$ cat src/rtl/apb_requester.sv
// APB requester: turns a valid/ready command into one APB transfer at a time.
// Optional ACCESS wait-state timeout is enabled by defining APB_TIMEOUT_EN.
module apb_requester #(
    parameter int unsigned ADDR_WIDTH     = 3,
    parameter int unsigned DATA_WIDTH     = 8,
    parameter int unsigned TIMEOUT_CYCLES = 16
) (
    input  logic                  pclk,
    input  logic                  preset,
    input  logic                  cmd_valid,
    output logic                  cmd_ready,
    input  logic                  cmd_write,
    input  logic [ADDR_WIDTH-1:0] cmd_addr,
    input  logic [DATA_WIDTH-1:0] cmd_wdata,
    output logic                  rsp_valid,
    output logic [DATA_WIDTH-1:0] rsp_rdata,
    output logic                  rsp_err,
    output logic                  rsp_timeout,
    output logic                  psel_x,
    output logic                  penable,
    output logic                  pwrite,
    output logic [ADDR_WIDTH-1:0] paddr,
    output logic [DATA_WIDTH-1:0] pwdata,
    input  logic [DATA_WIDTH-1:0] prdata,
    input  logic                  pready,
    input  logic                  pslverr
);

    typedef enum logic [1:0] {StIdle, StSetup, StAccess} state_t;

    state_t state;

    assign cmd_ready = (state == StIdle);

`ifdef APB_TIMEOUT_EN
    localparam logic [7:0] WaitLast = 8'(TIMEOUT_CYCLES - 1);

    logic [7:0] wait_cnt;
    logic       timed_out;

    // pready wins in the threshold cycle, so only a low pready can abort.
    assign timed_out = !pready && (wait_cnt == WaitLast);
`else
    logic unused_timeout;
    assign unused_timeout = ^TIMEOUT_CYCLES;
`endif

    always_ff @(posedge pclk or posedge preset) begin
        if (preset) begin
            state       <= StIdle;
            psel_x      <= 1'b0;
            penable     <= 1'b0;
            pwrite      <= 1'b0;
            paddr       <= '0;
            pwdata      <= '0;
            rsp_valid   <= 1'b0;
            rsp_rdata   <= '0;
            rsp_err     <= 1'b0;
            rsp_timeout <= 1'b0;
`ifdef APB_TIMEOUT_EN
            wait_cnt    <= 8'd0;
`endif
        end else begin
            rsp_valid <= 1'b0;
            case (state)
                StIdle: begin
                    psel_x  <= 1'b0;
                    penable <= 1'b0;
                    if (cmd_valid) begin
                        pwrite <= cmd_write;
                        paddr  <= cmd_addr;
                        pwdata <= cmd_wdata;
                        psel_x <= 1'b1;
                        state  <= StSetup;
                    end
                end
                StSetup: begin
                    penable <= 1'b1;
                    state   <= StAccess;
`ifdef APB_TIMEOUT_EN
                    wait_cnt <= 8'd0;
`endif
                end
                StAccess: begin
                    if (pready) begin
                        state       <= StIdle;
                        psel_x      <= 1'b0;
                        penable     <= 1'b0;
                        rsp_valid   <= 1'b1;
                        rsp_err     <= pslverr;
                        rsp_rdata   <= pwrite ? '0 : prdata;
                        rsp_timeout <= 1'b0;
`ifdef APB_TIMEOUT_EN
                    end else if (timed_out) begin
                        state       <= StIdle;
                        psel_x      <= 1'b0;
                        penable     <= 1'b0;
                        rsp_valid   <= 1'b1;
                        rsp_err     <= 1'b1;
                        rsp_rdata   <= '0;
                        rsp_timeout <= 1'b1;
                    end else begin
                        wait_cnt <= wait_cnt + 8'd1;
`endif
                    end
                end
                default: begin
                    state   <= StIdle;
                    psel_x  <= 1'b0;
                    penable <= 1'b0;
                end
            endcase
        end
    end

endmodule

$ cat config.mk
export PLATFORM = sky130hd
export DESIGN_NAME = apb_requester
export DESIGN_NICKNAME = d
export VERILOG_FILES = /design/src/rtl/apb_requester.sv
export SDC_FILE = /design/constraint.sdc
export NUM_CORES = 1
export LEC_CHECK = 0
export CAP_MARGIN = 15
export CORE_UTILIZATION = 41
export CTS_CLUSTER_SIZE = 16
export DETAILED_ROUTE_END_ITERATION = 8
export GPL_TIMING_DRIVEN = 0
export HOLD_SLACK_MARGIN = 0.12
export PLACE_DENSITY = 0.82
export SLEW_MARGIN = 20
export SYNTH_ARGS = -nofsm -noshare
export SYNTH_HDL_FRONTEND = slang
export SYNTH_SLANG_ARGS = --single-unit
export TNS_END_PERCENT = 20
$ cat constraint.sdc
create_clock -name pclk -period 1.7 [get_ports pclk]
set_clock_uncertainty 0.15 [all_clocks]
set_input_delay 0.17 -clock pclk [delete_from_list [all_inputs] [get_ports pclk]]
set_output_delay 0.17 -clock pclk [all_outputs]
set_load 0.01 [all_outputs]
Word level (Yosys, flattened, before mapping)
Cells that the tools add are included.
{"block": "classes", "addsub": 0, "mul": 0, "n_div": 0, "n_lt_le_gt_ge": 0, "n_eq_ne": 4, "n_shift": 0, "n_mux": 10, "bitwise_logic": 1, "n_reduce_logical": 5}
{"op": "$mux 8", "count": 1}
{"op": "$reduce_and 2->1", "count": 4}
{"op": "$pmux 2 s3", "count": 1}
{"op": "$mux 1", "count": 4}
{"op": "$mux 2", "count": 2}
{"op": "$ne 2x2->1 const B", "count": 2}
{"op": "$pmux 1 s3", "count": 1}
{"op": "$eq 2x1->1 const B", "count": 1}
{"op": "$eq 2x2->1 const B", "count": 1}
{"op": "$logic_not 2->1", "count": 1}
{"op": "$pmux 1 s2", "count": 1}
{"op": "$not 1->1", "count": 1}
{"block": "totals", "register_bits": 26, "latchBits": 0, "ram_bits": 0, "romBits": 0, "inputBits": 25, "mem_count": 0}

Logic depth before layout (Yosys ltp)
Gate-level depths: netlist (run 1).
{"block": "logic_depth", "depth_word": 3, "mapped_depth": 4, "depth_no_buf": 2}

Least setup slack after synthesis (run 1)
No wires, ideal clock.
{"block": "synth_path", "path_kind": "register to register", "from": "register state[0]", "to": "register paddr[0]", "setup_time_ps": 125, "arrival_ps": 1215, "required_ps": 1425, "path_slack_ps": 210, "stages_incl_launch_ff": 5, "n_path_buf": 2, "cell_sequence": "dfrtp_1 -> buf_6 -> nor3b_4 -> buf_12 -> mux2_4"}
{"block": "synth_via", "elab_chain_cells": 2}
{"item": "from (decl)", "line": "31", "rtl": "state_t state;"}
{"item": "from (signal assigned)", "line": "50", "rtl": "state <= StIdle;"}
{"item": "from (signal assigned)", "line": "74", "rtl": "state <= StSetup;"}
{"item": "from (signal assigned)", "line": "79", "rtl": "state <= StAccess;"}
{"item": "$logic_not 2->1", "line": "65", "rtl": "case (state)"}
{"item": "$reduce_and 2->1 (no source line)"}
{"item": "to (signal assigned)", "line": "71", "rtl": "paddr <= cmd_addr;"}
{"item": "to (decl)", "line": "22", "rtl": "output logic [ADDR_WIDTH-1:0] paddr,"}
Every way passes these cells.
A chain may end at the register's enable or synchronous reset.

Worst setup path after layout (run 1)
{"block": "layout_path", "from": "register state[0]", "to": "register pwdata[3]"}
{"block": "layout_via", "elab_chain_cells": 2}
{"item": "$logic_not 2->1", "line": "65"}
{"item": "$reduce_and 2->1 (no source line)"}
{"item": "to (signal assigned)", "line": "72", "rtl": "pwdata <= cmd_wdata;"}
{"item": "to (decl)", "line": "23", "rtl": "output logic [DATA_WIDTH-1:0] pwdata,"}
Every way passes these cells.

==> results.rst, run 1 <==
.. list-table::
   :header-rows: 1

   * - Metric
     - Value
   * - Startpoint of the most critical setup path
     - state[0]
   * - Achievable Freq
     - between 600 and 700 MHz
   * - Starting density of the core
     - 0.449
   * - Leading cell types by total area after synthesis
     - dfrtp_1 (57%), mux2_4 (24%), nor2b_1 (4.4%)
   * - Unrepaired setup endpoints after global routing
     - no
   * - Synth Cell Area
     - 1140 µm²
   * - Post-route ant nets
     - 0
   * - Number of fillers in the final layout
     - 180
   * - Outcome
     - finished, final reports clean
   * - Number of maximum-capacitance violations
     - 0
   * - Reg area
     - 652 µm²
   * - Total Power Consumption
     - 2.87 mW
   * - Maximum fanout encountered on the critical timing path
     - 10
   * - Cell at the root of the clock tree
     - clkbuf_4
   * - Standard cell area after detailed placement
     - 1670 µm²
   * - Reg-to-Reg Start
     - state[0]
   * - Portion of the clock cycle consumed by the worst path in the final layout
     - 0.935
   * - Reg-to-reg slack, setup
     - 110 ps
   * - Growth of design area from synthesis to finish
     - 49.3%
   * - Number of I/O port buffers
     - 49
   * - Number of antenna violations at the first check in global routing
     - 0
   * - Clock tree from TritonCTS
     - built
   * - Worst endpoint required time
     - 1760 ps
   * - Sort of element at the end of the critical path
     - flop
   * - Simple-gate share of the synthesized area
     - 0.0778
   * - Worst reg2reg path endpoint
     - pwdata[3]
   * - Path depth of the worst reg2reg path
     - 4
   * - Sw Ratio
     - 0.296
   * - Top-level I/O count
     - 51
   * - Wire length per cell after detailed routing
     - 14.0 µm
   * - Power dissipated by switching net loads
     - ~0.85 mW
   * - Count leader, synth
     - dfrtp_1
   * - Largest net degree at the start of global routing
     - 27
   * - Final period demand of the worst path
     - 1590 ps
   * - Hold violation total from the final report
     - 0
   * - Proportion of power drawn by the clock network
     - 0.105
   * - Critical Setup Path Class
     - reg -> reg
   * - Portion of netlist area occupied by mux cells
     - 0.275
   * - Die Y
     - 54.8 µm
   * - DRC marker count from the first detailed-route iteration
     - 3
   * - Min-delay worst type
     - in -> async
   * - Synthesized-area fraction occupied by xor and xnor cells
     - 0
   * - Clock sink count
     - 26
   * - Post-synth EDFFs
     - 0
   * - Prevailing post-synth register cell
     - dfrtp_1
   * - Leakage Power
     - between 0.7 and 0.8 nW
   * - Async set or reset register ratio after synthesis
     - 1.00
   * - Proportion of power drawn by combinational gates
     - 0.507
   * - CTS Buf Count
     - 3
   * - Routed vias/inst
     - 4.68
   * - Number of antenna diodes
     - 0
   * - Proportion of synthesized chip area in sequential cells
     - 0.570
   * - Number of detailed-route iterations in the first pass
     - 4
   * - Residual overflow from global routing
     - 0
   * - Global Route Usage Sum
     - 0.155
   * - Final core utilization
     - 0.670
   * - Avg Inst Size Synth
     - around 16 µm²
   * - Ranking of synthesized cells by instance count
     - dfrtp_1 (26), mux2_4 (18), nor2b_1 (8), mux2_2 (3)
   * - Adder-cell share of the synthesized area
     - 0
   * - Latest clock arrival within the worst-skew pair
     - a little over 300 ps
   * - Ratio of cells with drive above 1 in the final layout
     - 0.268
   * - Fin nets
     - 149
   * - Cell-by-cell listing of the critical path
     - buf_6, nor3b_4, buf_12, mux2_4
   * - Post-Route WL
     - 2.14 mm
   * - Longest Clk Path Bufs
     - 2
   * - Total of warnings raised by yosys
     - 0
   * - Slew at the pin with the worst max-slew slack
     - 934 ps
   * - Max rail drop VDD
     - 1.02 mV
   * - Crit path launch type
     - flop
   * - Dpl hpwl
     - 1.58 mm
   * - Detailed-route DRC error count
     - 0
   * - Post-synth cell types
     - 17
   * - CTS Hold Bufs
     - 0
   * - Synth Register Bits
     - 26
   * - Std-Cell Core Area
     - 2540 µm²
   * - Total Die Area
     - 3000 µm²
   * - Hold Slack
     - a little over 200 ps
   * - Pwr dens
     - 1680 nW/µm²
   * - Number of global-route vias before repair
     - 704
   * - Synthesized netlist net count
     - 95
   * - Number of H-tree levels
     - 1
   * - Wire length of the first global-routing pass
     - 3.18 mm
   * - Total of endpoints with negative setup slack in the final report
     - 0
   * - Chip width
     - 54.8 µm
   * - Global placement routability congestion
     - 0.798
   * - Count of buffers added by post-CTS timing repair for setup
     - 0
   * - Maximum single-stage delay on the critical path
     - 390 ps
   * - Cell-internal power
     - 2.02 mW
   * - Multi-input logic area
     - 434 µm²
   * - Number of cell rows
     - 18
   * - Area share of the largest cell type after synthesis
     - 0.570
   * - Number of slew-limit violations in the final report
     - 0
   * - Final standard cell count with taps included and fillers excluded
     - 153
   * - Max stage delay cell, worst path
     - dfrtp_1
   * - Dominant combinational cell family by area after synthesis
     - multiplexers
   * - Last element of the critical path
     - pwdata[3]
   * - Power share of the sequential group
     - 0.389
   * - Total via count in the routed design
     - 716
   * - Post-Syn Instances
     - 70
   * - Compound-cell area share of the yosys netlist
     - 0.0241
   * - Synth area leader
     - dfrtp_1
   * - Arrival @ worst endpoint
     - 1650 ps
   * - Relative slew slack
     - 0.376
   * - # placed instances
     - 149
   * - Final standard cell area without fillers
     - 1710 µm²
   * - Worst-path clk slew
     - 130 ps
[power groups by stage]
stage               Sequential, mW  Clock, mW  Combinational, mW
floorplan                     1.23          0              0.634
global placement              1.11          0               1.45
detailed placement            1.12          0               1.49
CTS                           1.12      0.311               1.47
global route                  1.16      0.338               1.55
finish                        1.11      0.300               1.45
[flip-flops by register name (all words and copies together), names as in the netlist]
register,count
rsp_rdata,8
pwdata,8
penable,1
rsp_err,1
paddr,3
state,2
pwrite,1
psel_x,1
rsp_valid,1
[cell type report]
cell class	instances	share of cell area
buffer	4	0.0293
tap	30	0.0220
sequential	26	0.382
clock buffer	4	0.0213
timing repair buffer	49	0.286
multi-input combinational	38	0.255
inverter	2	0.00440
[cells by family after synthesis]
| logic type | after synthesis |
|---|---|
| buf+inv | 6 |
| mux | 22 |
| other cells | 1 |
| simple gates | 12 |
| compound gates | 3 |
| flops | 26 |
[per-layer routing]
| layer | GRT usage | vias to the layer above | share of wire |
|---|---|---|---|
| met3 | 0.0417 | 4 | 0.087 |
| met5 | 0 | - | 0 |
| li1 | - | 341 | - |
| met4 | 0.0812 | 0 | 0.018 |
| met2 | 0.235 | 39 | 0.46 |
| met1 | 0.200 | 332 | 0.44 |
[how the worst min path moves through the flow]
stage | end | slack (ps) | cells after the start
after global routing | pwdata[1] | 300 | 2
after global placement | rsp_rdata[5] | 340 | 1
after CTS | paddr[0] | 220 | 2
after detailed placement | pwdata[1] | 350 | 1
final | pwdata[1] | 210 | 2
after floorplan | paddr[0] | 60 | 1
[stage by stage]
step                setup slack (ps)  TNS, ps
floorplan                        210        0
global placement               -46.7     -413
detailed placement              -100     -849
CTS                             91.1        0
global route                    66.5        0
finish                           110        0
[worst max-delay path, delay by kind of cell, from the launching register on]
| kind | cells | cell delay (ps) |
|---|---|---|
| DFF | 1 | 390 |
| buffers and inverters | 2 | 320 |
| muxes | 1 | 300 |
| and+or+nand+nor | 1 | 320 |
[cell usage in the layout, fill, tap and decap left out]
cell             count
inv_1                2
a22o_2               1
o2bb2ai_1            1
clkdlybuf4s50_1     47
conb_1               1
buf_6                2
nor3b_1              1
clkbuf_8             1
a21o_2               1
nor3b_4              1
mux2_2               3
dlygate4sd2_1        2
mux2i_1              1
buf_12               1
clkbuf_4             3
dfrtp_1             25
and3b_1              1
nor2b_1              8
nor2_1               1
dfrtp_2              1
mux2_4              18
buf_4                1
[repair_timing]
action                     4_1_cts  5_1_grt
setup endpoints to repair        2        0
hold endpoints to repair         0        0
gates resized for setup          3        0
(Power assumes the default switching activity.)
==> run 2, diff against run 1 <==
--- a/config.mk
+++ b/config.mk
@@ -5,13 +5,13 @@
 export SDC_FILE = /design/constraint.sdc
 export NUM_CORES = 1
 export LEC_CHECK = 0
-export CAP_MARGIN = 15
-export CORE_UTILIZATION = 41
+export CAP_MARGIN = 5
+export CORE_UTILIZATION = 37
 export CTS_CLUSTER_SIZE = 16
 export DETAILED_ROUTE_END_ITERATION = 8
 export GPL_TIMING_DRIVEN = 0
 export HOLD_SLACK_MARGIN = 0.12
-export PLACE_DENSITY = 0.82
+export PLACE_DENSITY = 0.78
 export SLEW_MARGIN = 20
 export SYNTH_ARGS = -nofsm -noshare
 export SYNTH_HDL_FRONTEND = slang
==> constraint.sdc (replaced) <==
create_clock -name pclk -period 1.37 [get_ports pclk]
set_clock_uncertainty 0.15 [all_clocks]
set_input_delay 0.137 -clock pclk [delete_from_list [all_inputs] [get_ports pclk]]
set_output_delay 0.137 -clock pclk [all_outputs]
set_load 0.01 [all_outputs]
==> run 2 against run 1 <==
The run now ends with design-rule violations, negative setup slack left; sequential power increased by 21%; core utilization down 5.9 points; largest cell class unchanged; routed wire length increased by 11%; critical path type unchanged; worst setup slack lost 240 ps; combinational power is 18% higher; global-route usage shrank 0.062 points; flip-flop and latch count stayed put; fmax rose by 6.1%; via count is 1.7% higher; clock-buffer cell count decreased by 1; sequential share of layout area is 0.45 points lower; final area grew 1.4%.
==> results.rst, run 2 (synthesis results as in run 1) <==
.. list-table::
   :header-rows: 1

   * - Metric
     - Value
   * - Crit path launch type
     - flop
   * - Relative slew slack
     - 0.382 (+0.00602)
   * - # placed instances
     - 150 (+0.67%)
   * - Total of endpoints with negative setup slack in the final report
     - 21 (+21)
   * - Maximum fanout encountered on the critical timing path
     - 10 (unchanged)
   * - Failing checks
     - design-rule violations, negative setup slack
   * - Final period demand of the worst path
     - 1500 ps (-91.6 ps)
   * - Largest regs
     - pwdata: 8 flops, rsp_rdata: 8 flops, paddr: 3 flops
   * - Global Route Usage Sum
     - 0.154 (-0.000621)
   * - Max rail drop VDD
     - 0.938 mV (-7.8%)
   * - DRC marker count from the first detailed-route iteration
     - 25 (+22)
   * - Reg-to-Reg Start
     - state[0]
   * - Path depth of the worst reg2reg path
     - 4 (unchanged)
   * - Std-Cell Core Area
     - 2830 µm² (+11%)
   * - Number of H-tree levels
     - 1 (unchanged)
   * - Clock tree from TritonCTS
     - built
   * - Number of antenna violations at the first check in global routing
     - 0 (unchanged)
   * - Chip width
     - 57.6 µm (+5.1%)
   * - Worst reg2reg path endpoint
     - paddr[1]
   * - Ratio of cells with drive above 1 in the final layout
     - 0.302 (+0.0333)
   * - Wire length of the first global-routing pass
     - 3.69 mm (+16%)
   * - Total Power Consumption
     - 3.56 mW (+24%)
   * - Outcome
     - finished with violations
   * - Largest net degree at the start of global routing
     - 27 (unchanged)
   * - Number of cell rows
     - 19 (+1)
   * - Total Die Area
     - 3310 µm² (+10%)
   * - Number of antenna diodes
     - 0 (unchanged)
   * - Cell-by-cell listing of the critical path
     - buf_6, nor3b_4, buf_12, mux2_4
   * - Reg-to-reg slack, setup
     - -130 ps (-240 ps)
   * - Growth of design area from synthesis to finish
     - 51.4%
   * - Number of global-route vias before repair
     - 748 (+6.3%)
   * - Final standard cell count with taps included and fillers excluded
     - 157 (+2.6%)
   * - CTS Buf Count
     - 3 (unchanged)
   * - Unrepaired setup endpoints after global routing
     - yes
   * - Worst-path clk slew
     - 140 ps (about the same)
   * - Fin nets
     - 152 (+2.0%)
   * - Pwr dens
     - 2060 nW/µm² (+23%)
   * - Number of maximum-capacitance violations
     - 0 (unchanged)
   * - Post-Route WL
     - 2.36 mm (+11%)
   * - Slew at the pin with the worst max-slew slack
     - 925 ps (-9.02 ps)
   * - Arrival @ worst endpoint
     - 1570 ps (-80 ps)
   * - Final core utilization
     - 0.611 (-0.0589)
   * - Min-delay worst type
     - in -> async
   * - Starting density of the core
     - 0.404 (-0.0451)
   * - Number of detailed-route iterations in the first pass
     - 5 (+1)
   * - Clock sink count
     - 26 (unchanged)
   * - Portion of the clock cycle consumed by the worst path in the final layout
     - 1.09 (+0.158)
   * - Sort of element at the end of the critical path
     - flop
   * - Detailed-route DRC error count
     - 5 (+5)
   * - Leakage Power
     - 0.842 nW (+11%)
   * - Highest-count cells in the layout ignoring fill and taps
     - clkdlybuf4s50_1 (24), dlygate4sd2_1 (24), dfrtp_1 (24), mux2_4 (21), nor2b_1 (8)
   * - Longest Clk Path Bufs
     - 2 (unchanged)
   * - Number of slew-limit violations in the final report
     - 0 (unchanged)
   * - Global placement routability congestion
     - 0.727 (-8.9%)
   * - Worst endpoint required time
     - 1440 ps (-320 ps)
   * - Routed vias/inst
     - 4.64 (-0.91%)
   * - Die Y
     - 57.6 µm (+5.1%)
   * - Total via count in the routed design
     - 728 (+1.7%)
   * - Residual overflow from global routing
     - 0 (unchanged)
   * - Critical Setup Path Class
     - reg -> reg
   * - Max stage delay cell, worst path
     - dfrtp_1
   * - Maximum single-stage delay on the critical path
     - 390 ps (about the same)
   * - Cell at the root of the clock tree
     - clkbuf_4
   * - Dpl hpwl
     - 1.73 mm (+9.0%)
   * - Latest clock arrival within the worst-skew pair
     - 310 ps (about the same)
   * - Fin worst setup slack
     - -128 ps (-238 ps)
   * - CTS Hold Bufs
     - 0 (unchanged)
   * - Wire length per cell after detailed routing
     - 15.1 µm (+7.9%)
   * - Hold violation total from the final report
     - 0 (unchanged)
   * - Achievable Freq
     - 667 MHz (+6.1%)
   * - Number of I/O port buffers
     - 49 (unchanged)
   * - Top-level I/O count
     - 51 (unchanged)
   * - Post-route ant nets
     - 0 (unchanged)
[run 2: cell count changes in the layout (fill, tap and decap cells not counted), sizes merged]
cell	delta
clkdlybuf4s50	-23
bufinv	+1
dlygate4sd2	+22
clkbuf	-1
buf	+4
[run 2: final cells by class]
| type | count | area (µm²) |
|---|---|---|
| clock inverter | 1 | 30.0 |
| clock buffer | 3 | 22.5 |
| sequential | 26 | 653 |
| inverter | 2 | 7.51 |
| tap | 31 | 38.8 |
| buffer | 4 | 50.0 |
| fill | 223 | 1100 |
| multi-input combinational | 38 | 445 |
| timing repair buffer | 52 | 482 |
[run 2: what timing repair did]
action	in CTS	in global routing
gates resized for setup	29	5
setup endpoints to repair	46	22
setup buffers	2	1
pin swaps	1	1
[run 2: worst max-delay path by stage]
stage / startpoint / end / slack (ps) / cells after the start
finish: state[0] / paddr[1] / -130 / 4
CTS: state[0] / pwrite / -150 / 4
global placement: cmd_valid / paddr[1] / -340 / 4
global route: state[0] / paddr[1] / -180 / 4
floorplan: state[0] / paddr[0] / -120 / 4
detailed placement: cmd_valid / paddr[1] / -370 / 4
[run 2: power by group]
group / switching, mW / leakage [nW] / internal [mW] / total (mW)
registers: 0.205 / 0.317 / 1.13 / 1.34
clock network: 0.219 / 0.0279 / 0.296 / 0.515
logic: 0.662 / 0.497 / 1.05 / 1.71
total: 1.09 / 0.842 / 2.48 / 3.56
[run 2: layer usage]
metal,vias up,GRT usage,part of all wire
met5,-,0,0
met4,0,0.0976,0.033
met3,6,0.0363,0.070
met2,31,0.243,0.48
met1,344,0.191,0.41
li1,347,-,-
[run 2: worst max-delay path, delay by kind of cell, from the launching register on]
kind | cells | cell delay (ps)
simple gates | 1 | 250
flops | 1 | 390
mux | 1 | 310
buf+inv | 2 | 310
[run 2: through the flow]
| stage | TNS (ps) | area, µm² | worst slack, ps | hold slack (ps) |
|---|---|---|---|---|
| after floorplan | -1560 | 1140 | -120 | 27.0 |
| after global placement | -7470 | 1670 | -342 | 335 |
| after detailed placement | -8850 | 1670 | -370 | 344 |
| after CTS | -2530 | 1710 | -147 | 198 |
| after global routing | -3150 | 1730 | -179 | 241 |
| final | -2210 | 1730 | -128 | 150 |
==> run 3, diff against run 2 <==
--- a/config.mk
+++ b/config.mk
@@ -6,7 +6,9 @@
 export NUM_CORES = 1
 export LEC_CHECK = 0
 export CAP_MARGIN = 5
-export CORE_UTILIZATION = 37
+export CELL_PAD_IN_SITES_DETAIL_PLACEMENT = 1
+export CELL_PAD_IN_SITES_GLOBAL_PLACEMENT = 1
+export CORE_UTILIZATION = 29
 export CTS_CLUSTER_SIZE = 16
 export DETAILED_ROUTE_END_ITERATION = 8
 export GPL_TIMING_DRIVEN = 0
==> run 3 against run 2 <==
The flow finishes with violations (negative setup slack); total power is 6.1% higher; non-clock buffer count up 4; largest cell class unchanged; worst hold slack got worse by 29 ps; cell count rose by 13%; via count up 8.9%; fmax rose by 1.2%; critical path depth is the same.
==> results.rst, run 3 (synthesis results as in run 1) <==
.. list-table::
   :header-rows: 1

   * - Metric
     - Value
   * - Outcome
     - finished with violations
   * - Failing checks
     - negative setup slack
   * - Worst-path clk slew
     - 90 ps (-50 ps)
   * - Cell-by-cell listing of the critical path
     - nor3b_4, buf_6, clkbuf_16, mux2_4
   * - Detailed-route DRC error count
     - 0 (-5)
   * - Latest clock arrival within the worst-skew pair
     - 270 ps (-40 ps)
   * - CTS Hold Bufs
     - 0 (unchanged)
   * - Std-Cell Core Area
     - 3720 µm² (+31%)
   * - Routed vias/inst
     - 4.46 (-3.9%)
   * - Placement Setup Slack
     - -383 ps (-13.1 ps)
   * - Number of detailed-route iterations in the first pass
     - 2 (-3)
   * - DRC marker count from the first detailed-route iteration
     - 14 (-44%)
   * - Cell at the root of the clock tree
     - clkbuf_8
   * - Top-level I/O count
     - 51 (unchanged)
   * - Cell-internal power
     - 2.65 mW (+6.8%)
   * - Maximum single-stage delay on the critical path
     - 440 ps (+50 ps)
   * - Growth of design area from synthesis to finish
     - 59.3%
   * - Leakage Power
     - 0.872 nW (+3.6%)
   * - Global Route Usage Sum
     - 0.142 (-0.0124)
   * - Crit path launch type
     - flop
   * - Relative slew slack
     - 0.369 (-0.0131)
   * - Starting density of the core
     - 0.307 (-0.0964)
   * - Final period demand of the worst path
     - 1480 ps (-17.5 ps)
   * - Post-Route WL
     - 2.67 mm (+13%)
   * - Number of cell rows
     - 22 (+3)
   * - Hold violation total from the final report
     - 0 (unchanged)
   * - Number of I/O port buffers
     - 49 (unchanged)
   * - Arrival @ worst endpoint
     - 1500 ps (-70 ps)
   * - CTS Buf Count
     - 3 (unchanged)
   * - Largest net degree at the start of global routing
     - 27 (unchanged)
   * - Dpl hpwl
     - 1.83 mm (+5.8%)
   * - Number of global-route vias before repair
     - 885 (+18%)
   * - Unrepaired setup endpoints after global routing
     - yes
   * - Power share of the sequential group
     - 0.359 (-0.016)
   * - Largest delay share family, worst path
     - flip-flops
   * - Fin worst setup slack
     - -111 ps (+17.5 ps)
   * - Global placement routability congestion
     - 0.641 (-12%)
   * - Number of antenna violations at the first check in global routing
     - 0 (unchanged)
   * - Total via count in the routed design
     - 793 (+8.9%)
   * - Total Die Area
     - 4190 µm² (+27%)
   * - Final core utilization
     - 0.490 (-0.122)
   * - Clock tree from TritonCTS
     - built
   * - Standard cell area after detailed placement
     - 1690 µm² (+1.3%)
   * - Slew at the pin with the worst max-slew slack
     - 940 ps (+14.9 ps)
   * - Wire length per cell after detailed routing
     - 15.0 µm (-0.27%)
   * - Die Y
     - 64.8 µm (+12%)
   * - Max stage delay cell, worst path
     - dfrtp_2
   * - Total of endpoints with negative setup slack in the final report
     - 22 (+4.8%)
   * - Residual overflow from global routing
     - 0 (unchanged)
   * - Clock sink count
     - 26 (unchanged)
   * - Chip width
     - 64.8 µm (+12%)
   * - Proportion of power drawn by the clock network
     - 0.168 (+0.023)
   * - Number of slew-limit violations in the final report
     - 0 (unchanged)
   * - Pwr dens
     - 2080 nW/µm² (+0.83%)
   * - Hold Slack
     - 121 ps (-29.2 ps)
   * - Sw Ratio
     - 0.300 (-0.00497)
   * - Number of antenna diodes
     - 0 (unchanged)
   * - Highest-count cells in the layout ignoring fill and taps
     - clkdlybuf4s50_1 (24), dlygate4sd2_1 (24), dfrtp_1 (23), mux2_4 (21), nor2b_1 (8)
   * - Worst endpoint required time
     - 1390 ps (-50 ps)
   * - Final standard cell area without fillers
     - 1820 µm² (+5.2%)
   * - Sort of element at the end of the critical path
     - flop
   * - Power dissipated by switching net loads
     - 1.13 mW (+4.4%)
   * - Longest Clk Path Bufs
     - 2 (unchanged)
   * - Maximum fanout encountered on the critical timing path
     - 5 (-5)
   * - Total Power Consumption
     - 3.78 mW (+6.1%)
   * - Post-route ant nets
     - 0 (unchanged)
   * - Critical Setup Path Class
     - reg -> reg
   * - Achievable Freq
     - 675 MHz (+1.2%)
   * - Buffers and inverters on the worst path
     - 2 (unchanged)
   * - Portion of the clock cycle consumed by the worst path in the final layout
     - 1.08 (-0.0128)
   * - Proportion of power drawn by combinational gates
     - 0.473 (-0.007)
   * - Largest regs
     - pwdata: 8 flops, rsp_rdata: 8 flops, paddr: 3 flops
   * - Ratio of cells with drive above 1 in the final layout
     - 0.338 (+0.0369)
   * - Fin nets
     - 156 (+2.6%)
   * - Number of H-tree levels
     - 1 (unchanged)
   * - Min-delay worst type
     - in -> async
   * - Number of maximum-capacitance violations
     - 0 (unchanged)
   * - Wire length of the first global-routing pass
     - 4.47 mm (+21%)
   * - Max rail drop VDD
     - 0.633 mV (-33%)
[run 3: changes by cell type in the layout (fill, tap and decap cells not counted), sizes merged]
cell    previous run  this run
buf                8        11
inv                2         1
clkbuf             3         4
clkinv             0         1
[run 3: final cells by class]
| cell class | count | area (µm²) |
|---|---|---|
| fillers | 391 | 1900 |
| flip-flops and latches | 26 | 654 |
| repair buffers | 57 | 537 |
| multi-input cells | 38 | 450 |
| well taps | 48 | 60.1 |
| clock buffers | 3 | 41.3 |
| plain buffers | 3 | 38.8 |
| clock inverters | 1 | 30.0 |
| inverters | 2 | 7.51 |
[run 3: power groups by stage]
stage	combinational, mW	sequential (mW)	clock [mW]
after floorplan	0.786	1.52	0
after global placement	1.81	1.38	0
after detailed placement	1.84	1.41	0
after CTS	1.75	1.35	0.657
after global routing	1.93	1.41	0.692
final	1.79	1.36	0.633
[run 3: path summary, 6_finish.rpt]
kind,from,end,slack [ps],cells past startpoint
min in group pclk,cmd_wdata[2],pwdata[2],320,2
worst max-delay path,state[1],paddr[0],-110,4
max in group asynchronous,preset,pwrite,460,2
worst min-delay path,preset,paddr[0],120,2
worst max register to register,state[1],paddr[0],-110,4
worst min register to register,pwdata[5],pwdata[5],360,1
[run 3: per-layer routing]
| metal | wire length, µm | up-vias | global-route usage | share of wire |
|---|---|---|---|---|
| met1 | 1130 | 402 | 0.170 | 0.42 |
| met3 | 152 | 4 | 0.0317 | 0.057 |
| met4 | 36 | 0 | 0.0583 | 0.013 |
| li1 | - | 353 | - | - |
| met2 | 1350 | 34 | 0.243 | 0.51 |
| met5 | 0 | - | 0 | 0 |
[run 3: timing repair]
action                     in CTS  in global routing
setup endpoints to repair      46                 21
resized for setup              34                  2
buffers inserted                5                  2
pin swaps                       1                  1
cloned                          0                  1
[run 3: per-stage QoR]
stage	instances	TNS [ps]
after global placement	167	-8990
after CTS	176	-2960
final	178	-1700
after floorplan	70	-1560
after detailed placement	167	-10540
after global routing	178	-2580
==> RTL edit 1 (flow settings as in run 2) <==
Change the parameter `ADDR_WIDTH` from 3 to 2.
--- a/src/rtl/apb_requester.sv
+++ b/src/rtl/apb_requester.sv
@@ -1,7 +1,7 @@
 // APB requester: turns a valid/ready command into one APB transfer at a time.
 // Optional ACCESS wait-state timeout is enabled by defining APB_TIMEOUT_EN.
 module apb_requester #(
-    parameter int unsigned ADDR_WIDTH     = 3,
+    parameter int unsigned ADDR_WIDTH     = 2,
     parameter int unsigned DATA_WIDTH     = 8,
     parameter int unsigned TIMEOUT_CYCLES = 16
 ) (
Interface: changed (resized cmd_addr and paddr); port bits go from 51 to 49. No check against the original RTL was run, so the function may have changed too.
==> RTL edit 1 against run 2 <==
The flow finishes with violations (setup timing); non-clock buffer count shrank 1; cell area shrank 4.9%; maximum frequency grew 1.3%; clock power shrank 38%; die area shrank 6.7%; combinational power shrank 5%; worst setup slack gained 19 ps; wire length shrank 8.0%; worst hold slack gained 24 ps; power shrank 9.4%; synthesized area shrank 6.9%; sequential cell count shrank 1.
==> RTL edit 1: results (changes against run 2) <==
| Metric | Value |
|---|---|
| Run status | finished, violations left |
| Top flop regs | pwdata (8), rsp_rdata (8) |
| Post-DP HPWL | 1410 um (-18%) |
| Detailed Routing Iterations Pass 1 | 3 (-2) |
| Worst VDD drop | 1.26 mV (+35%) |
| Via/cell ratio | 4.68 (+0.83%) |
| Nets | 148 (-2.6%) |
| Final worst slack | -110 ps (+18.7 ps) |
| Top post-synthesis cells by area | dfrtp_1 59%, mux2_4 13%, mux2_2 12%, nor2b_1 4.7%, buf_6 3.2% |
| Syn nets | 92 (-3.2%) |
| Filler Cell Count | 211 (-5.4%) |
| Mux share of post-synthesis cell area | 0.253 (-0.0220) |
| Failing checks | setup timing |
| Final Wtd Congestion | 0.719 (-1.2%) |
| First-pass GRT wire length | 3570 um (-3.4%) |
| Detailed Route WL | 2180 um (-8.0%) |
| Worst Path Arrival | 1540 ps (-30 ps) |
| Asr flop ratio synth | 1.00 (unchanged) |
| Vias in the first global route | 747 (-0.13%) |
| Largest net degree at the start of global routing | 26 (-3.7%) |
| Initial antenna violation count | 0 (unchanged) |
| Port bufs | 47 (-4.1%) |
| Distinct cells, synth | 16 (-1) |
| Share of cells above drive strength 1 | 0.309 (+0.00736) |
| Final setup viols | 21 (unchanged) |
| Max_slew headroom | 0.392 (+0.00965) |
| H-tree depth | 1 (unchanged) |
| Compound-Gate Fraction of Synth Area | 0.0259 (+0.00179) |
| CP max FO | 6 (-4) |
| Dpl ws | -317 ps (+52.9 ps) |
| Static Leakage | 0.804 nW (-4.5%) |
| Sequential area share after synthesis | 0.588 (+0.0187) |
| 1st-iter DRT viols | 12 (-52%) |
| Total GRT Usage | 0.151 (-0.00314) |
| Instance area at placement | 1570 um^2 (-5.9%) |
## RTL edit 1: cells by family (layout without fill, tap and decap cells)
| logic type | count (synthesis) | count (layout) |
|---|---|---|
| other cells | 1 | 1 |
| mux | 21 | 21 |
| flops | 25 | 25 |
| simple gates | 12 | 12 |
| buf+inv | 6 | 61 |
| compound gates | 3 | 3 |
## RTL edit 1: final cells by class
cell class                 instances  area (um^2)  area share
sequential                        25          628       0.382
inverter                           2         7.51     0.00457
clock buffer                       4         26.3      0.0160
multi-input combinational         37          435       0.265
buffer                             3         30.0      0.0183
timing repair buffer              52          478       0.291
tap                               31         38.8      0.0236
## RTL edit 1: where the power goes
| group | leakage, nW | internal [mW] | switching [mW] |
|---|---|---|---|
| clock | 0.0150 | 0.114 | 0.206 |
| combinational | 0.483 | 1.00 | 0.614 |
| sequential | 0.305 | 1.09 | 0.203 |
## RTL edit 1: path summary, 6_finish.rpt
kind	startpoint	endpoint	slack [ps]	depth (start not counted)
hold reg to reg	penable	penable	370	1
min in group pclk	cmd_wdata[0]	pwdata[0]	280	2
setup / recovery	state[1]	pwdata[7]	-110	3
setup reg to reg	state[1]	pwdata[7]	-110	3
hold / removal	preset	pwdata[4]	170	2
max in group asynchronous	preset	state[1]	280	2
## RTL edit 1: layer usage
metal,vias to the layer above,GRT usage,share of wire
met5,-,0,0
met2,23,0.244,0.51
li1,338,-,-
met1,355,0.197,0.44
met3,4,0.0186,0.034
met4,0,0.0857,0.020
## RTL edit 1: what timing repair did
item	in CTS	in global routing
setup endpoints to repair	44	24
hold endpoints to repair	0	0
gates resized for setup	36	7
hold buffers	0	0
gates cloned	1	0
pin swaps	1	1
setup buffers	4	0
## RTL edit 1: metrics by stage
step / std cells / TNS (ps)
after global placement: 146 / -6810
after global routing: 154 / -2830
after CTS: 155 / -2530
after detailed placement: 146 / -7360
after floorplan: 68 / -1160
final: 154 / -1630
## RTL edit 1: worst register-to-register path: cells and delay by family (launching register included)
kind,cells,cell delay (ps)
flip-flops,1,470
multiplexers,1,310
AND/OR/NAND/NOR,1,280
buffers and inverters,1,170
==> RTL edit 2 (config.mk and constraints of run 2) <==
Without the edit above. Reset style: synchronous (`preset`), changed in one clocked block.
--- a/src/rtl/apb_requester.sv
+++ b/src/rtl/apb_requester.sv
@@ -45,7 +45,7 @@
     assign unused_timeout = ^TIMEOUT_CYCLES;
 `endif
 
-    always_ff @(posedge pclk or posedge preset) begin
+    always_ff @(posedge pclk) begin
         if (preset) begin
             state       <= StIdle;
             psel_x      <= 1'b0;
Formal check against the unedited RTL: differs if preset is asserted again (counterexample within 4 cycles, from zero or initial values and one cycle with preset high); with preset held inactive, the same outputs for 10 cycles.
==> RTL edit 2 against run 2 <==
Cell area up 0.14%; worst setup slack better by 180 ps; sequential cell count unchanged; cell count up 33%; via count up 32%; wire length up 12%; synthesized area up 2.1%; critical endpoint is now penable; highest routed layer unchanged.
Power is not compared: it rests on default switching activity, and its combinational part moved more than twofold at a synthesized area within 25%.
==> RTL edit 2: results (changes against run 2) <==
| Metric | Value |
|---|---|
| Non-clock inverters | 0 (-2) |
| Slowest cell on the critical path | dfxtp_4 |
| Run status | complete, no violations |
| Asr flop ratio synth | 0 (-1.00) |
| Dpl ws | -258 ps (+112 ps) |
| Max stage delay on crit path | 410 ps (+20 ps) |
| Total GRT Usage | 0.164 (+0.00934) |
| Count of multi-input gates | 78 (+110%) |
| Area of the multi-input gates | 609 um^2 (+37%) |
| Type of the tightest min-delay check | in -> reg |
| Detailed Route WL | 2660 um (+12%) |
| Layout area overhead | 48.5% |
| Layout Cells excl Fill | 209 (+33%) |
| Clock-cell share of area | 0.0210 (-0.00944) |
| Detailed Routing Iterations Pass 1 | 4 (-1) |
| Synth top cells by count | 34 x nand2b_1, 26 x dfxtp_1, 21 x mux2i_1 |
| Worst Path Arrival | 1420 ps (-150 ps) |
| 1st-iter DRT viols | 23 (-8.0%) |
| FMAX | 756 MHz (+13%) |
| Syn nets | 137 (+44%) |
| Vias | 960 (+32%) |
| Reg2Reg Setup Slack | 50 ps (+180 ps) |
| Cells after DPL | 204 (+36%) |
| Instance area at placement | 1700 um^2 (+1.8%) |
| Nets | 191 (+26%) |
| Tot Pwr | 1.49 mW |
| Data buffer area share | 0.287 (-0.0207) |
| Avg Inst Size Synth | 10.4 um^2 (-36%) |
| Final Wtd Congestion | 0.788 (+8.3%) |
| Hold_ws | 72.4 ps (-77.8 ps) |
| Clock Buffer Count | 4 (+1) |
| Share of cells above drive strength 1 | 0.152 (-0.150) |
| Largest net degree at the start of global routing | 15 (-44%) |
| Port bufs | 48 (-2.0%) |
| Crit. Startpoint | state[0] |
| Sequential cell area share | 0.309 (-0.0692) |
| Sequential area share after synthesis | 0.446 (-0.123) |
| Plain + repair buffers | 57 (+1.8%) |
| Path depth of the worst reg2reg path | 3 (-1) |
| CP max FO | 6 (-4) |
| Post-DP HPWL | 1940 um (+12%) |
| Top post-synthesis cells by area | dfxtp_1 45%, nand2b_1 18%, mux2i_1 18%, or3b_2 6.8%, buf_4 1.9% |
| Vias in the first global route | 975 (+30%) |
[RTL edit 2: changes by cell type after synthesis, moves of 4 or more]
cell,delta
dfrtp_1,-26
nor2b_1,-6
mux2_4,-18
dfxtp_1,+26
mux2i_1,+20
or3b_2,+9
nand2b_1,+34
clkbuf_1,+4
[RTL edit 2: logic make-up after synthesis]
logic type	share of synthesized area
other	0.00322
buffers and inverters	0.0365
flip-flops	0.446
AND/OR/NAND/NOR	0.321
AO/OA/AOI/OAI	0.0129
multiplexers	0.180
[RTL edit 2: repair_timing]
action / CTS / global route
resized for setup: 34 / 4
buffers inserted: 0 / 1
endpoints found under the setup margin: 35 / 2
endpoints found under the hold margin: 7 / 7
[RTL edit 2: metal layers]
layer / GRT usage / vias to the layer above / routed length, um
met4: 0.0850 / 0 / 58
met5: 0 / - / 0
met3: 0.0156 / 6 / 110
met1: 0.199 / 450 / 1140
li1: - / 475 / -
met2: 0.286 / 29 / 1350
